===== src/rtl/acc_dispense.sv =====
// Splits a 16-bit total into valid/ready beats of at most MAX_STEP each.
// Optional beat counter output o_count is enabled by defining ACC_DISPENSE_CNT_EN.
module acc_dispense #(
    parameter int unsigned MAX_STEP = 255
) (
    input  logic        i_clk,
    input  logic        i_rst,
    input  logic        i_load,
    input  logic [15:0] i_total,
    input  logic        i_ready,
    output logic        o_valid,
    output logic [7:0]  o_out,
    output logic        o_last,
    output logic        o_busy,
    output logic        o_done,
`ifdef ACC_DISPENSE_CNT_EN
    output logic [15:0] o_count,
`endif
    output logic [15:0] o_remain
);

    localparam logic [15:0] MAX16 = 16'(MAX_STEP);
    localparam logic [7:0]  MAX8  = 8'(MAX_STEP);

    typedef enum logic [1:0] {
        IDLE = 2'd0,
        RUN  = 2'd1,
        DONE = 2'd2
    } state_t;

    state_t      state;
    state_t      nxt_state;
    logic [15:0] remain;
    logic [15:0] nxt_remain;
    logic        load_acc;
    logic        xfer;

    function automatic logic [7:0] beat_of(input logic [15:0] r);
        return (r > MAX16) ? MAX8 : r[7:0];
    endfunction

    assign load_acc = (state == IDLE) && i_load;
    assign xfer     = (state == RUN) && i_ready;

    // o_out/o_last already hold the beat for the current remain, so they drive the transfer.
    always_comb begin
        nxt_state  = state;
        nxt_remain = remain;
        case (state)
            IDLE: begin
                if (i_load) begin
                    nxt_remain = i_total;
                    nxt_state  = (i_total != '0) ? RUN : DONE;
                end
            end
            RUN: begin
                if (i_ready) begin
                    nxt_remain = remain - {8'h00, o_out};
                    if (o_last) begin
                        nxt_state = DONE;
                    end
                end
            end
            DONE: begin
                nxt_state = IDLE;
            end
            default: begin
                nxt_state = IDLE;
            end
        endcase
    end

    // Outputs are registered from the next-state values so they carry no input paths.
    always_ff @(posedge i_clk) begin
        if (i_rst) begin
            state    <= IDLE;
            remain   <= '0;
            o_valid  <= 1'b0;
            o_out    <= '0;
            o_last   <= 1'b0;
            o_busy   <= 1'b0;
            o_done   <= 1'b0;
            o_remain <= '0;
        end else begin
            state    <= nxt_state;
            remain   <= nxt_remain;
            o_valid  <= (nxt_state == RUN);
            o_out    <= (nxt_state == RUN) ? beat_of(nxt_remain) : '0;
            o_last   <= (nxt_state == RUN) && (nxt_remain <= MAX16);
            o_busy   <= (nxt_state != IDLE);
            o_done   <= (nxt_state == DONE);
            o_remain <= nxt_remain;
        end
    end

`ifdef ACC_DISPENSE_CNT_EN
    always_ff @(posedge i_clk) begin
        if (i_rst || load_acc) begin
            o_count <= '0;
        end else if (xfer) begin
            o_count <= o_count + 16'd1;
        end
    end
`else
    logic unused_ok;
    assign unused_ok = load_acc ^ xfer;
`endif

endmodule


===== config.mk =====
export PLATFORM = sky130hd
export DESIGN_NAME = acc_dispense
export DESIGN_NICKNAME = d
export VERILOG_FILES = /design/src/rtl/acc_dispense.sv
export SDC_FILE = /design/constraint.sdc
export NUM_CORES = 1
export LEC_CHECK = 0
export ABC_AREA = 1
export CORE_UTILIZATION = 50
export DETAILED_ROUTE_END_ITERATION = 6
export GPL_ROUTABILITY_DRIVEN = 0
export PLACE_DENSITY = 0.88
export REMOVE_ABC_BUFFERS = 1
export SYNTH_ARGS = -nofsm -noshare
export SYNTH_HDL_FRONTEND = slang
export SYNTH_SLANG_ARGS = --single-unit

===== constraint.sdc =====
create_clock -name i_clk -period 2.6 [get_ports i_clk]
set_input_delay 0.39 -clock i_clk [delete_from_list [all_inputs] [get_ports i_clk]]
set_output_delay 0.39 -clock i_clk [all_outputs]
set_load 0.02 [all_outputs]

==> run_results.csv, run 1 <==
group,metric,value,unit
grt,overflow,0,
clock_network,cts-root-buf,"clkbuf_8",
finish,multi_input_area,1200,µm²
clock_network,numCtsBuffers,5,
grt,antenna_found_initial,0,
routing,drtIter0Drc,178,
flow_run,cap_violations,0,
finish,fin_nets,381,
outcome,status,"finished clean",
sta,setup_violations,0,
clock_network,cts_buffer_depth,2,
finish,fin_util,71.3,%
power,power_density,676,nW/µm²
placed_design,place_hpwl,4200,µm
sta,drv_slew,0,
yosys,synthFlopType,"dfxtp_1",
floorplan,die_w,65.9,µm
clock_network,cts_hold_buf,0,
sta,fmax,424,MHz
yosys,netlist_instances,301,
clock_network,clk_pin_slew_worst_paths,0.07,ns
yosys,avgSynthCellArea,6.78,µm²
floorplan,start_util,53.8,%
critical_path,cp_data_arrival_time,2.55,ns
clock_network,h-tree-depth,2,
finish,regArea,601,µm²
routing,wl,5820,µm
sta,fin_ws,0.243,ns
critical_path,crit_required,2.79,ns
critical_path,crit_chain,"inv_1 > ha_1 > inv_1 > fa_2 > nand2_1 > nand2_2 > nand3_1 > nand2_2 > nand2_2 > nand2_1 > nand2_1 > nand3_1 > nand2_1 > nand3_2 > nor2_2 > nand4_1 > nand2_1 > inv_1",
clock_network,cts_sinks,30,
critical_path,start_kind,"flop",
routing,vias_per_cell,5.67,
sta,tns,0,ns
worst_hold_path,whs_path_depth,1,
yosys,ys_async_sr_fraction,0,%
critical_path,crit_cells,18,
yosys,synth-seq-cells,30,
finish,area_growth,32.7,%
power,vdd_drop_max,0.403,mV
yosys,yosys_warnings,0,
critical_path,cp_slowest_stage_delay,0.35,ns
floorplan,die_h,65.9,µm
sta,rsz0062_at_grt,"no",
grt,grt_max_degree,20,
grt,first_global_vias,2070,
critical_path,critPathTopFamily,"simple AND/OR/NAND/NOR gates",
routing,vias,2274,
routing,drc,0,
yosys,synth_cell_types,37,
yosys,yosysSeqAreaShare,29.4,%
critical_path,slowest_stage,"fa_2",
sta,post-route-period-util,90.6,%
floorplan,io_pins,48,
sta,finalHoldViolCount,0,
yosys,synth_edf_count,0,
power,p_leak,1.24,nW
sta,max_slew_margin,77.1,%
routing,avgRoutedWirePerCell,14.5,µm
grt,grt_pass1_wl,9170,µm
worst_hold_path,hold_class,"flop to flop",
routing,dr.pass1.iters,5,
critical_path,worstSetupPathType,"flop to flop",
placed_design,dp_worst_setup_slack,0.281,ns
finish,fillers,326,
sta,skew,0.00867,ns
critical_path,cp_common_cell,"nand2_1",
critical_path,reg2reg_depth,18,
floorplan,core-area,3800,µm²
yosys,syn_area,2040,µm²
routing,antenna_left,0,
placed_design,io_buffers,47,
sta,worst_pin_slew,0.340,ns
floorplan,rows,22,
finish,diodes,0,
finish,drive_gt1_share,15.3,%
clock_network,cts_tree,"built",
critical_path,endpoint_kind,"flop",
floorplan,die_area,4340,µm²
critical_path,critPathBufInv,3,
clock_network,clk_latency,0.29,ns
grt,grt_usage,27.6,%
sta,fin_crit,2.36,ns
critical_path,crit_fanout,4,
[repair_timing]
action,CTS,global route
setup buffers,0,0
resized for setup,0,1
setup endpoints to repair,0,2
[cell usage in the layout (no fill, tap or decap), types with 3 or more instances in the layout]
master           count
nand2_1             60
inv_1               48
clkdlybuf4s50_1     47
dfxtp_1             30
nor2_1              22
nand3_1             19
a21oi_1             15
nand2_2             13
nand4_1             13
inv_2                9
o21ai_0              9
ha_1                 8
clkbuf_8             6
nor3_1               5
nand3_2              5
a21oi_2              4
nor2_2               4
a22oi_1              4
nor4_1               4
xnor2_1              3
xor2_1               3
[path summary, 6_finish.rpt]
check                       start                  end  slack (ns)
max          remain[0]$_SDFF_PP0_  o_out[0]$_SDFF_PP0_        0.24
min           state[1]$_SDFF_PP0_    o_done$_SDFF_PP0_        0.51
max reg2reg  remain[0]$_SDFF_PP0_  o_out[0]$_SDFF_PP0_        0.24
min reg2reg   state[1]$_SDFF_PP0_    o_done$_SDFF_PP0_        0.51
[cells in the mapped netlist (2+ instances only)]
library cell	instances	share of area, %
nand2_1	60	11
inv_1	48	8.8
dfxtp_1	30	29
nor2_1	22	4.0
nand3_1	19	4.7
a21oi_1	15	3.7
nand2_2	13	4.0
nand4_1	13	4.0
inv_2	9	1.7
o21ai_0	9	2.2
ha_1	8	4.9
nand3_2	5	2.5
nor3_1	5	1.2
a21oi_2	4	1.7
a22oi_1	4	1.5
nor4_1	4	1.2
nor2_2	3	0.92
xnor2_1	3	1.3
xor2_1	3	1.3
a211oi_1	2	0.74
buf_2	2	0.49
clkbuf_1	2	0.37
o21ai_1	2	0.49
o22ai_1	2	0.61
or2_2	2	0.61
[per-stage QoR]
stage / std cells / total power (W) / hold slack (ns) / cell area (µm²)
after floorplan: 295 / 0.00100 / 0.459 / 2010
after global placement: 392 / 0.00120 / 0.487 / 2560
after CTS: 400 / 0.00181 / 0.501 / 2700
after global routing: 401 / 0.00192 / 0.539 / 2710
final: 401 / 0.00183 / 0.511 / 2710
after detailed placement: 392 / 0.00122 / 0.495 / 2560
[metal layers]
metal | track usage (%) | share of wire [%] | up-vias
met3 | 5.17 | 8.3 | 20
met1 | 33.4 | 40 | 1051
met4 | 11.1 | 2.3 | 0
li1 | - | - | 1077
met2 | 47.4 | 49 | 126
met5 | 0 | 0 | -
[flip-flops by register name (all words and copies together), names as in the netlist]
name / cells
remain: 16
state: 2
o_last: 1
o_busy: 1
o_done: 1
o_out: 8
o_valid: 1
[kinds of logic after synthesis]
kind of cell | Yosys count | synth area share, %
AOI/OAI and AO/OA | 43 | 13.9
buffers and inverters | 64 | 12.1
and+or+nand+nor | 149 | 36.2
adders and majority gates | 9 | 5.88
DFF | 30 | 29.4
xor gates and xnor gates | 6 | 2.57
[power breakdown]
part	internal, W	switching [W]	total, W
Sequential	0.000501	0.0000434	0.000544
Clock	0.000409	0.000188	0.000597
Combinational	0.000269	0.000421	0.000690
[layout make-up]
class	instances	area share, %
inverter	58	8.03
tap	48	2.22
clock buffer	6	3.05
clock inverter	2	2.22
sequential	30	22.2
multi-input combinational	208	44.4
timing repair buffer	49	17.9
Power figures use the tool's default switching activity.
==> inputs of run 2 (changes only) <==
CTS_BUF_LIST = sky130_fd_sc_hd__clkbuf_8 sky130_fd_sc_hd__clkbuf_16   (was not set)
==> results of run 2 <==
Same layout as run 1: the final DEF is identical, and so are final timing and power.
